`src/rtl/key_load_pkg.sv`:
```
// Shared types and constants for the key load sequencer.
package key_load_pkg;

  localparam int unsigned KEY_WIDTH = 29;
  localparam int unsigned CNT_W     = $clog2(KEY_WIDTH + 1);

  localparam logic [KEY_WIDTH-1:0] DECOY_KEY_DEFAULT = '0;

  typedef enum logic [2:0] {
    IDLE,
    LOAD,
    PARITY,
    COMMIT,
    ARMED,
    ERROR
  } state_t;

endpackage

```
`src/rtl/key_load_sequencer_if.sv`:
```
// Serial key-bit handshake between the on-chip key store and the sequencer.
interface key_load_sequencer_if;

  logic key_bit_in;
  logic key_bit_valid;
  logic key_bit_ready;

  modport master (output key_bit_in, output key_bit_valid, input  key_bit_ready);
  modport slave  (input  key_bit_in, input  key_bit_valid, output key_bit_ready);

endinterface

```
`src/rtl/key_load_timeout.sv`:
```
// Saturating idle-cycle counter; expired_c flags TIMEOUT-1 stalled cycles.
module key_load_timeout #(
  parameter int unsigned TIMEOUT = 64
) (
  input  logic clk,
  input  logic rst_n,
  input  logic clear,
  input  logic enable,
  output logic expired_c
);

  localparam int unsigned TW = $clog2(TIMEOUT);
  localparam logic [TW-1:0] LAST = TW'(TIMEOUT - 1);

  logic [TW-1:0] count;

  always_ff @(posedge clk or negedge rst_n) begin
    if (!rst_n) begin
      count <= '0;
    end else if (clear) begin
      count <= '0;
    end else if (enable && (count != LAST)) begin
      count <= count + TW'(1);
    end
  end

  assign expired_c = (count == LAST);

endmodule

```
`src/rtl/key_load_sequencer.sv`:
```
// Serial unlock-key loader for the locked c432 core; holds DECOY_KEY until a full key commits.
// Optional trailing even-parity bit check enabled by defining KEY_LOAD_PARITY_EN.
module key_load_sequencer
  import key_load_pkg::*;
#(
  parameter int unsigned           TIMEOUT   = 64,
  parameter logic [KEY_WIDTH-1:0]  DECOY_KEY = DECOY_KEY_DEFAULT
) (
  input  logic                 clk,
  input  logic                 rst_n,
  input  logic                 start,
  key_load_sequencer_if.slave  bus,
  output logic [KEY_WIDTH-1:0] keyinput,
  output logic                 key_ok,
  output logic                 busy,
  output logic                 load_err
);

  state_t               state, state_next;
  logic [KEY_WIDTH-1:0] shadow, shadow_d;
  logic [CNT_W-1:0]     cnt, cnt_d;
  logic [KEY_WIDTH-1:0] keyinput_d;
  logic                 key_ok_d, busy_d, load_err_d, ready_d;

  logic transfer_c, in_load_c, last_bit_c, expired_c;

  assign transfer_c = bus.key_bit_valid & bus.key_bit_ready;
  assign in_load_c  = (state == LOAD) || (state == PARITY);
  assign last_bit_c = (cnt == CNT_W'(KEY_WIDTH - 1));

  key_load_timeout #(.TIMEOUT(TIMEOUT)) u_timeout (
    .clk       (clk),
    .rst_n     (rst_n),
    .clear     (start | transfer_c | ~in_load_c),
    .enable    (in_load_c & ~transfer_c),
    .expired_c (expired_c)
  );

  always_ff @(posedge clk or negedge rst_n) begin
    if (!rst_n) state <= IDLE;
    else        state <= state_next;
  end

  // Restart wins over every other event in every state.
  always_comb begin
    state_next = state;
    if (start) begin
      state_next = LOAD;
    end else begin
      case (state)
        LOAD: begin
          if (transfer_c) begin
            if (last_bit_c) begin
`ifdef KEY_LOAD_PARITY_EN
              state_next = PARITY;
`else
              state_next = COMMIT;
`endif
            end
          end else if (expired_c) begin
            state_next = ERROR;
          end
        end
`ifdef KEY_LOAD_PARITY_EN
        PARITY: begin
          if (transfer_c) begin
            state_next = (^{shadow, bus.key_bit_in}) ? ERROR : COMMIT;
          end else if (expired_c) begin
            state_next = ERROR;
          end
        end
`endif
        COMMIT:  state_next = ARMED;
        default: state_next = state;
      endcase
    end
  end

  // Next values of the registered outputs and the assembly shadow.
  always_comb begin
    keyinput_d = keyinput;
    key_ok_d   = key_ok;
    busy_d     = busy;
    load_err_d = load_err;
    shadow_d   = shadow;
    cnt_d      = cnt;
    ready_d    = (state_next == LOAD) || (state_next == PARITY);
    if (start) begin
      cnt_d      = '0;
      load_err_d = 1'b0;
      key_ok_d   = 1'b0;
      keyinput_d = DECOY_KEY;
      busy_d     = 1'b1;
    end else begin
      if ((state == LOAD) && transfer_c) begin
        shadow_d[cnt] = bus.key_bit_in;
        cnt_d         = cnt + CNT_W'(1);
      end
      if ((state_next == ERROR) && (state != ERROR)) begin
        keyinput_d = DECOY_KEY;
        key_ok_d   = 1'b0;
        busy_d     = 1'b0;
        load_err_d = 1'b1;
      end
      if (state == COMMIT) begin
        keyinput_d = shadow;
        key_ok_d   = 1'b1;
        busy_d     = 1'b0;
      end
    end
  end

  always_ff @(posedge clk or negedge rst_n) begin
    if (!rst_n) begin
      keyinput          <= DECOY_KEY;
      key_ok            <= 1'b0;
      busy              <= 1'b0;
      load_err          <= 1'b0;
      bus.key_bit_ready <= 1'b0;
      shadow            <= '0;
      cnt               <= '0;
    end else begin
      keyinput          <= keyinput_d;
      key_ok            <= key_ok_d;
      busy              <= busy_d;
      load_err          <= load_err_d;
      bus.key_bit_ready <= ready_d;
      shadow            <= shadow_d;
      cnt               <= cnt_d;
    end
  end

endmodule

```
`src/flat_wrapper.sv`:
```
// flat-port wrapper written by rule: the top's interface ports become plain ports
module key_load_sequencer_flat import key_load_pkg::*;
#(
  parameter int unsigned           TIMEOUT   = 64,
  parameter logic [KEY_WIDTH-1:0]  DECOY_KEY = DECOY_KEY_DEFAULT
)
  (clk, rst_n, start, keyinput, key_ok, busy, load_err, bus_key_bit_in, bus_key_bit_valid, bus_key_bit_ready);
  key_load_sequencer_if bus_i ();
  input  logic clk;
  input  logic rst_n;
  input  logic start;
  output logic [KEY_WIDTH-1:0] keyinput;
  output logic key_ok;
  output logic busy;
  output logic load_err;
  input wire logic [$bits(bus_i.key_bit_in)-1:0] bus_key_bit_in;
  input wire logic [$bits(bus_i.key_bit_valid)-1:0] bus_key_bit_valid;
  output wire logic [$bits(bus_i.key_bit_ready)-1:0] bus_key_bit_ready;
  assign bus_i.key_bit_in = bus_key_bit_in;
  assign bus_i.key_bit_valid = bus_key_bit_valid;
  assign bus_key_bit_ready = bus_i.key_bit_ready;
  key_load_sequencer #(.TIMEOUT(TIMEOUT), .DECOY_KEY(DECOY_KEY)) u_core (.clk(clk), .rst_n(rst_n), .start(start), .bus(bus_i), .keyinput(keyinput), .key_ok(key_ok), .busy(busy), .load_err(load_err));
endmodule
```
`config.mk`:
```
export PLATFORM = sky130hd
export DESIGN_NAME = key_load_sequencer_flat
export DESIGN_NICKNAME = d
export VERILOG_FILES = /design/src/rtl/key_load_pkg.sv /design/src/rtl/key_load_sequencer_if.sv /design/src/rtl/key_load_timeout.sv /design/src/rtl/key_load_sequencer.sv /design/src/flat_wrapper.sv
export SDC_FILE = /design/constraint.sdc
export NUM_CORES = 1
export LEC_CHECK = 0
export ABC_AREA = 1
export BUFFER_PORTS_ARGS = -buffer_cell sky130_fd_sc_hd__buf_4
export CAP_MARGIN = 20
export CORE_ASPECT_RATIO = 1.2
export CORE_UTILIZATION = 40
export DETAILED_ROUTE_END_ITERATION = 10
export SKIP_LAST_GASP = 1
export SLEW_MARGIN = 20
export SYNTH_ARGS = -nofsm -noshare
export SYNTH_HDL_FRONTEND = slang
export SYNTH_HIERARCHICAL = 1
export SYNTH_SLANG_ARGS = --single-unit
```
`constraint.sdc`:
```
create_clock -name clk -period 2.8 [get_ports clk]
set_clock_uncertainty 0.2 [all_clocks]
set_input_delay 0.84 -clock clk [delete_from_list [all_inputs] [get_ports clk]]
set_output_delay 0.84 -clock clk [all_outputs]
set_load 0.1 [all_outputs]
```
==> flow_summary.yaml, run 1 <==
timing:
  fin_crit_sh_pct: 80.5
  slew_violations: 0
  holdWs_ps: 193
  timing.max_slew.rel_slack_pct: 72.8
  grt_setup_unrepaired: "false"
  tightest_slew_ps: 408
  timing.fmax_mhz: 444
  tns_ps: 0
  min_period_ps: 2250
  setup_violations: 0
  finalHoldViolCount: 0
finish:
  layout_common_cells: "109 x nand2_1, 76 x dfrtp_1, 55 x nand3_1"
  final_layout_size_suffix_gt1_share_pct: 18.9
  post-route-util_pct: 48.6
  antenna_cells: 0
  area_growth_pct: 17.7
  fin_nets: 449
  final_common_cell: "nand2_1"
yosys:
  avgSynthCellArea_um2: 8.86
  ys_warn_count: 6
  syn-cell-area_um2: 3530
  ys_ff_latch: 76
  postSynthCellCount: 399
  ys_types: 29
  synth.net_count: 409
  ys_seq_area_share_pct: 53.8
die:
  io_pins: 38
  core_area_um2: 8560
  start_util_pct: 41.3
  die-area_um2: 9210
  die_y_um: 105
  die_width_um: 87.8
  rows: 37
global_route:
  grtUsageMet3_pct: 4.50
  met2_usage_pct: 29.6
  first_global_vias: 2732
  grt_max_degree: 51
  grt_antenna_before_repair: 0
  gr-usage-met1_pct: 22.3
  grt_usage_pct: 18.1
  grt_pass1_wl_mm: 12.8
  overflow: 0
  busiest_layer: "met2"
drt:
  ant_nets: 0
  viasPerCell: 4.84
  drtPass1Iterations: 4
  vias: 2717
  first_iter_violations: 86
  wl_per_cell_um: 13.0
  finalWirelength_mm: 7.28
  drc: 0
critical_path:
  end_kind: "flip-flop"
  crit_fanout: 32
  critPathLaunchType: "flip-flop"
  cp.required_ps: 2840
  critPathSlowestCell: "dfrtp_1"
  max_stage_delay_ps: 400
  critPathBufInv: 1
  cpMostUsedCell: "nand3_1"
  cp_top_family: "simple AND/OR/NAND/NOR gates"
  cp_data_arrival_time_ps: 2290
  path_class: "flip-flop to flip-flop"
  crit_chain: "ha_1 > nand2_2 > nor2_4 > nand2_4 > inv_1 > nand2_1 > nand3_1 > nand3_1 > nor2_2 > nand3_4 > nand3_1 > nand2_1"
clock_network:
  hold_buffers: 0
  cts_root_buf: "clkbuf_8"
  cts_sinks: 76
  path_clk_slew_ps: 80
  h-tree-depth: 3
  clock_latency_ps: 350
  cts_resized: 0
  cts_setup_buffers: 0
  numCtsBuffers: 9
  cts_tree: "done"
  clockBufferDepth: 2
run_status:
  status: "finished, final reports clean"
power_and_ir_drop:
  power.leakage_uw: 0.00217
  vdd_drop_max_uv: 330
  p_per_area_nw_per_um2: 776
placement:
  gp_routability_congestion: 0.813
  numPortBuffers: 37
  place_hpwl_mm: 5.04
hold_path:
  min_path_type: "primary input to asynchronous set/reset pin"
job:
  drv_cap: 0
## through the flow
stage,cells,total power (µW),area [µm²],setup WS [ps]
global placement,545,2280,3920,411
finish,561,3230,4160,547
floorplan,399,2080,3530,425
global route,561,3400,4160,269
detailed placement,545,2300,3920,362
CTS,561,3270,4160,531
## registers in the layout, summed over array words and instances, names as in the netlist
name / cells
u_core/u_timeout/count: 6
u_core/shadow: 29
u_core/busy: 1
u_core/load_err: 1
u_core/bus.key_bit_ready: 1
u_core/keyinput: 29
u_core/cnt: 5
u_core/key_ok: 1
u_core/state: 3
## power breakdown
| group | total [µW] | internal, µW | switching, µW |
|---|---|---|---|
| Combinational | 1010 | 252 | 759 |
| Clock | 964 | 575 | 388 |
| Sequential | 1250 | 1180 | 64.9 |
| Total | 3230 | 2010 | 1210 |
## worst register-to-register path, cell delays in order (launching register included)
cell	delay (ps)
dfrtp_1	400
ha_1	190
nand2_2	100
nor2_4	150
nand2_4	80
inv_1	60
nand2_1	50
nand3_1	60
nand3_1	100
nor2_2	150
nand3_4	340
nand3_1	190
nand2_1	70
## logic make-up (layout without fill, tap and decap cells)
logic type               after synthesis  count (layout)  share of synthesized area (%)
AND/OR/NAND/NOR                      225             225                           31.0
flip-flops                            76              76                           53.8
buffers and inverters                 48              93                           6.76
AO/OA/AOI/OAI                         45              45                           6.66
adder cells (fa/ha/maj)                5               5                           1.77
## cell type report
| cell class | count | area, µm² |
|---|---|---|
| clock buffers | 13 | 169 |
| repair buffers | 44 | 355 |
| fillers | 836 | 4410 |
| inverters | 33 | 124 |
| flip-flops and latches | 76 | 1900 |
| multi-input cells | 275 | 1400 |
| well taps | 117 | 146 |
| clock inverters | 3 | 67.6 |
## metal layers
layer,share of wire [%],up-vias
li1,-,1382
met1,44,1274
met2,50,47
met3,3.2,14
met4,2.1,0
met5,0,-
## Yosys cell counts
library cell,instances,area (µm²)
inv_2,3,11.3
nor2_4,2,22.5
buf_8,1,15.0
dfrtp_1,76,1900
clkbuf_4,1,7.51
buf_6,3,33.8
nand2_2,6,37.5
nand3_4,1,17.5
clkbuf_1,3,11.3
nand3b_1,9,67.6
o21ai_0,20,100
nand3_2,4,40.0
nor2_1,23,86.3
nor2_2,3,18.8
o21ai_1,3,15.0
ha_1,5,62.6
o21bai_1,1,7.51
inv_1,30,113
nor2_8,1,20.0
nor3_1,3,15.0
a31oi_1,6,37.5
nand3_1,55,275
nand2_8,1,20.0
nand4_1,5,31.3
nand2_1,109,409
a21oi_1,15,75.1
buf_4,5,37.5
nand2_4,3,33.8
buf_2,2,10.0
## path summary, 6_finish.rpt
path / from / to / slack, ps / cells past startpoint
hold reg to reg: u_core/shadow[0] / u_core/keyinput[0] / 270 / 2
hold / removal: rst_n / u_core/keyinput[25] / 190 / 1
max in group asynchronous: rst_n / u_core/cnt[3] / 1600 / 2
setup reg to reg: u_core/u_timeout/count[0] / u_core/key_ok / 550 / 12
setup / recovery: u_core/u_timeout/count[0] / u_core/key_ok / 550 / 12
min in group clk: u_core/shadow[0] / u_core/keyinput[0] / 270 / 2
Note: power is estimated with default switching activity, not from simulation.
==> inputs of run 2 (changes only) <==
==> constraint.sdc (replaced) <==
create_clock -name clk -period 2.1 [get_ports clk]
set_clock_uncertainty 0.2 [all_clocks]
set_input_delay 0.63 -clock clk [delete_from_list [all_inputs] [get_ports clk]]
set_output_delay 0.63 -clock clk [all_outputs]
set_load 0.1 [all_outputs]
==> run 2 against run 1 <==
Clock power grew 18%. Global-route usage hardly changed. Flip-flop and latch count unchanged. Die area unchanged. Final cell count increased by 2.3%. Routed wire length is 8.1% higher. Via count is 2.6% higher. Highest routed layer unchanged. Total power is 36% higher. Non-clock buffer count up 13. Critical path type unchanged. Sequential power grew 34%. Sequential share of layout area decreased by 1.4 points. Critical path depth is 1 higher.
==> flow_summary.yaml, run 2 (synthesized netlist as in run 1, its figures left out) <==
timing:
  timing.max_slew.rel_slack_pct: 66.3
  worst_slack_ps: 128
  fin_crit_sh_pct: 93.9
  grt_setup_unrepaired: "false"
  tightest_slew_ps: 505
  timing.fmax_mhz: 507
  tns_ps: 0
  min_period_ps: 1970
  finalHoldViolCount: 0
  slew_violations: 0
  setup_violations: 0
critical_path:
  cp_data_arrival_time_ps: 2020
  critPathSlowestCell: "dfrtp_1"
  path_class: "flip-flop to flip-flop"
  crit_chain: "ha_4 > nand2_4 > nor2_4 > nand2_4 > inv_1 > nand2_1 > nand3_1 > nand3_2 > nor2_4 > nand3_4 > clkbuf_16 > nand3_1 > nand2_1"
  crit_fanout: 8
  critPathLaunchType: "flip-flop"
  critPathBufInv: 2
  cp_top_family: "simple AND/OR/NAND/NOR gates"
  max_stage_delay_ps: 390
  cp.required_ps: 2150
  end_kind: "flip-flop"
clock_network:
  cts_sinks: 76
  cts_root_buf: "clkbuf_8"
  numCtsBuffers: 9
  clockBufferDepth: 2
  cts_tree: "done"
  clock_latency_ps: 350
  h-tree-depth: 3
  path_clk_slew_ps: 80
drt:
  vias: 2787
  wl_per_cell_um: 13.7
  drtPass1Iterations: 4
  viasPerCell: 4.86
  ant_nets: 0
  finalWirelength_mm: 7.87
  drc: 0
  first_iter_violations: 191
global_route:
  grt_max_degree: 39
  overflow: 0
  first_global_vias: 2632
  grt_antenna_before_repair: 0
  grt_pass1_wl_mm: 12.6
  grt_usage_pct: 18.0
run_status:
  status: "finished, final reports clean"
die:
  core_area_um2: 8560
  start_util_pct: 41.3
  die-area_um2: 9210
  die_y_um: 105
  io_pins: 38
  die_width_um: 87.8
  rows: 37
placement:
  gp_routability_congestion: 0.834
  pre_cts_slack_ps: 88.3
  place_hpwl_mm: 5.13
  numPortBuffers: 37
finish:
  final_layout_size_suffix_gt1_share_pct: 22.1
  area_growth_pct: 21.5
  final_common_cell: "nand2_1"
  fin_nets: 462
  post-route-util_pct: 50.1
  reg_top3: "u_core/keyinput: 29 flops, u_core/shadow: 29 flops, u_core/u_timeout/count: 6 flops"
  antenna_cells: 0
  layout_common_cells: "109 x nand2_1, 75 x dfrtp_1, 54 x nand3_1"
power_and_ir_drop:
  vdd_drop_max_uv: 544
  power.leakage_uw: 0.00226
  p_per_area_nw_per_um2: 1020
hold_path:
  min_path_type: "primary input to asynchronous set/reset pin"
job:
  drv_cap: 0
[run 2: area by class of cell]
class | instances | area, µm²
fillers | 824 | 4270
flip-flops and latches | 76 | 1900
multi-input cells | 275 | 1430
repair buffers | 57 | 492
clock buffers | 12 | 155
well taps | 117 | 146
inverters | 33 | 124
clock inverters | 4 | 47.5
[run 2: metrics by stage]
| stage | total power, µW | std cells | hold WS, ps | cell area [µm²] |
|---|---|---|---|---|
| after floorplan | 2780 | 399 | 134 | 3540 |
| after global routing | 4630 | 574 | 64.1 | 4290 |
| after detailed placement | 3090 | 552 | 262 | 3980 |
| final | 4390 | 574 | 28.9 | 4290 |
| after CTS | 4240 | 568 | 45.9 | 4180 |
| after global placement | 3080 | 552 | 265 | 3980 |
[run 2: worst reg2reg max path, stage by stage, from the launching register on]
cell       delay, ps
dfrtp_1          390
ha_4             170
nand2_4           60
nor2_4           110
nand2_4           50
inv_1             40
nand2_1           40
nand3_1           70
nand3_2           90
nor2_4           130
nand3_4          160
clkbuf_16        220
nand3_1           70
nand2_1           50
[run 2: power breakdown]
group | leakage, µW | internal, µW | total (µW) | switching (µW)
Sequential | 0.00103 | 1580 | 1670 | 83.9
Clock | 0.000102 | 610 | 1140 | 528
Combinational | 0.00112 | 491 | 1580 | 1090
Total | 0.00226 | 2680 | 4390 | 1700
[run 2: path summary, 6_finish.rpt]
kind | start | endpoint | slack, ps | depth (start not counted)
worst max-delay path | u_core/u_timeout/count[1] | u_core/busy | 130 | 13
worst min-delay path | rst_n | u_core/keyinput[18] | 30 | 1
worst max register to register | u_core/u_timeout/count[1] | u_core/busy | 130 | 13
worst min register to register | u_core/shadow[22] | u_core/keyinput[22] | 280 | 2
max in group asynchronous | rst_n | u_core/shadow[17] | 1110 | 2
min in group clk | u_core/shadow[22] | u_core/keyinput[22] | 280 | 2
[run 2: repair_timing]
item,4_1_cts,5_1_grt
setup buffers,0,3
resized for setup,0,5
hold buffers,0,0
endpoints found under the setup margin,0,31
[run 2: layer usage]
| layer | track usage, % | vias to the layer above | part of all wire (%) |
|---|---|---|---|
| met1 | 22.2 | 1310 | 45 |
| met3 | 3.87 | 18 | 3.6 |
| met5 | 0 | - | 0 |
| met4 | 10.1 | 0 | 2.9 |
| met2 | 28.8 | 49 | 49 |
| li1 | - | 1410 | - |
==> inputs of run 3 (changes only) <==
--- a/config.mk
+++ b/config.mk
@@ -9,8 +9,9 @@
 export BUFFER_PORTS_ARGS = -buffer_cell sky130_fd_sc_hd__buf_4
 export CAP_MARGIN = 20
 export CORE_ASPECT_RATIO = 1.2
-export CORE_UTILIZATION = 40
+export CORE_UTILIZATION = 55
 export DETAILED_ROUTE_END_ITERATION = 10
+export PLACE_DENSITY = 0.76
 export SKIP_LAST_GASP = 1
 export SLEW_MARGIN = 20
 export SYNTH_ARGS = -nofsm -noshare
==> run 3 against run 2 <==
Register-to-register slack got worse by 80 ps. Non-clock buffer count decreased by 1. Cell area decreased by 1.0%. Combinational power about the same. Worst setup slack got worse by 82 ps. Final cell count decreased by 6.3%. Worst hold slack improved by 76 ps. Core utilization increased by 19 points. Die area decreased by 27%. Sequential share of layout area increased by 0.47 points. Critical endpoint is now u_core/keyinput[27]. First-iteration DRC count increased by 33%. Sequential power about the same.
==> flow_summary.yaml, run 3 (synthesized netlist as in run 1, its figures left out) <==
drt:
  finalWirelength_mm: 7.51
  first_iter_violations: 254
  wl_per_cell_um: 14.0
  ant_nets: 0
  drc: 0
  viasPerCell: 5.23
  vias: 2814
  drtPass1Iterations: 4
die:
  core_area_um2: 6130
  die_y_um: 89.8
  die-area_um2: 6750
  rows: 31
  io_pins: 38
  die_width_um: 75.2
  start_util_pct: 57.7
finish:
  fin_nets: 461
  post-route-util_pct: 69.3
  n_fill_cell: 489
  antenna_cells: 0
  final_common_cell: "nand2_1"
  layout_common_cells: "108 x nand2_1, 75 x dfrtp_1, 51 x nand3_1"
  area_growth_pct: 20.3
  final_layout_size_suffix_gt1_share_pct: 23.2
  finalInstanceArea_um2: 4250
  reg_top3: "u_core/keyinput: 29 flops, u_core/shadow: 29 flops, u_core/u_timeout/count: 6 flops"
timing:
  setup_violations: 0
  tns_ps: 0
  min_period_ps: 2050
  timing.fmax_mhz: 487
  finalHoldViolCount: 0
  fin_crit_sh_pct: 97.8
  slew_violations: 0
  grt_setup_unrepaired: "true"
  timing.max_slew.rel_slack_pct: 73.8
  worst_slack_ps: 45.7
  tightest_slew_ps: 393
clock_network:
  cts_sinks: 76
  path_clk_slew_ps: 70
  h-tree-depth: 3
  cts_root_buf: "clkbuf_8"
  clockBufferDepth: 2
  cts_tree: "done"
  numCtsBuffers: 9
  hold_buffers: 0
  clock_latency_ps: 340
power_and_ir_drop:
  vdd_drop_max_uv: 568
  p_total_uw: 4310
  p_per_area_nw_per_um2: 1010
  power.leakage_uw: 0.00225
critical_path:
  cp_data_arrival_time_ps: 2090
  path_class: "flip-flop to flip-flop"
  cp.required_ps: 2130
  end_kind: "flip-flop"
  r2r_cells: 13
  crit_fanout: 6
  critPathLaunchType: "flip-flop"
run_status:
  status: "finished, final reports clean"
placement:
  numPortBuffers: 37
  dpl_cell_area_um2: 3920
  place_hpwl_mm: 4.84
  gp_routability_congestion: 0.840
  pre_cts_slack_ps: 30.5
global_route:
  grt_usage_pct: 23.7
  first_global_vias: 2797
  grt_max_degree: 77
  grt_antenna_before_repair: 0
  grt_pass1_wl_mm: 12.3
  overflow: 0
hold_path:
  min_path_type: "primary input to asynchronous set/reset pin"
job:
  drv_cap: 0
## run 3: per-stage QoR
stage | hold slack, ps | std cells
after floorplan | 134 | 399
after global placement | 264 | 516
after detailed placement | 268 | 516
after CTS | 104 | 532
after global routing | 120 | 538
final | 104 | 538
## run 3: path summary, 6_finish.rpt
kind                                      startpoint                       end  slack [ps]
max                        u_core/u_timeout/count[0]       u_core/keyinput[27]          50
min                                            rst_n        u_core/keyinput[5]         100
max reg2reg                u_core/u_timeout/count[0]       u_core/keyinput[27]          50
min reg2reg                        u_core/shadow[22]       u_core/keyinput[22]         280
max in group asynchronous                      rst_n  u_core/bus.key_bit_ready        1290
min in group clk                   u_core/shadow[22]       u_core/keyinput[22]         280
## run 3: worst max-delay path, cell delays in order (launching register included)
cell	delay (ps)
dfrtp_1	440
ha_4	180
nand2_4	60
nor2_4	120
nand2_4	60
inv_2	40
nand2_1	50
nand3_2	60
nand3_2	90
nor2_4	140
nand3_4	160
clkbuf_16	210
nand3_1	70
nand2_1	60
## run 3: metal layers
metal / vias to the layer above / wire length [µm] / share of wire (%) / track usage [%]
met3: 9 / 248 / 3.3 / 4.93
met5: - / 0 / 0 / 0
li1: 1410 / - / - / -
met2: 57 / 3870 / 52 / 38.5
met1: 1338 / 3310 / 44 / 30.4
met4: 0 / 79 / 1.1 / 9.26
## run 3: final cells by class
cell class	instances	area, µm²	area share (%)
clock inverter	4	22.5	0.530
clock buffer	12	165	3.89
inverter	33	124	2.92
timing repair buffer	56	488	11.5
multi-input combinational	275	1440	34.0
tap	82	103	2.41
sequential	76	1900	44.8
## run 3: what timing repair did
item,in CTS,in global routing
endpoints found under the setup margin,0,32
gates resized for setup,0,14
setup buffers,0,3
## run 3: power breakdown
group / total (µW) / leakage [µW] / internal (µW) / switching [µW]
Clock: 1040 / 0.0000982 / 520 / 521
Combinational: 1590 / 0.00112 / 505 / 1090
Sequential: 1680 / 0.00103 / 1580 / 99.3
Total: 4310 / 0.00225 / 2610 / 1710
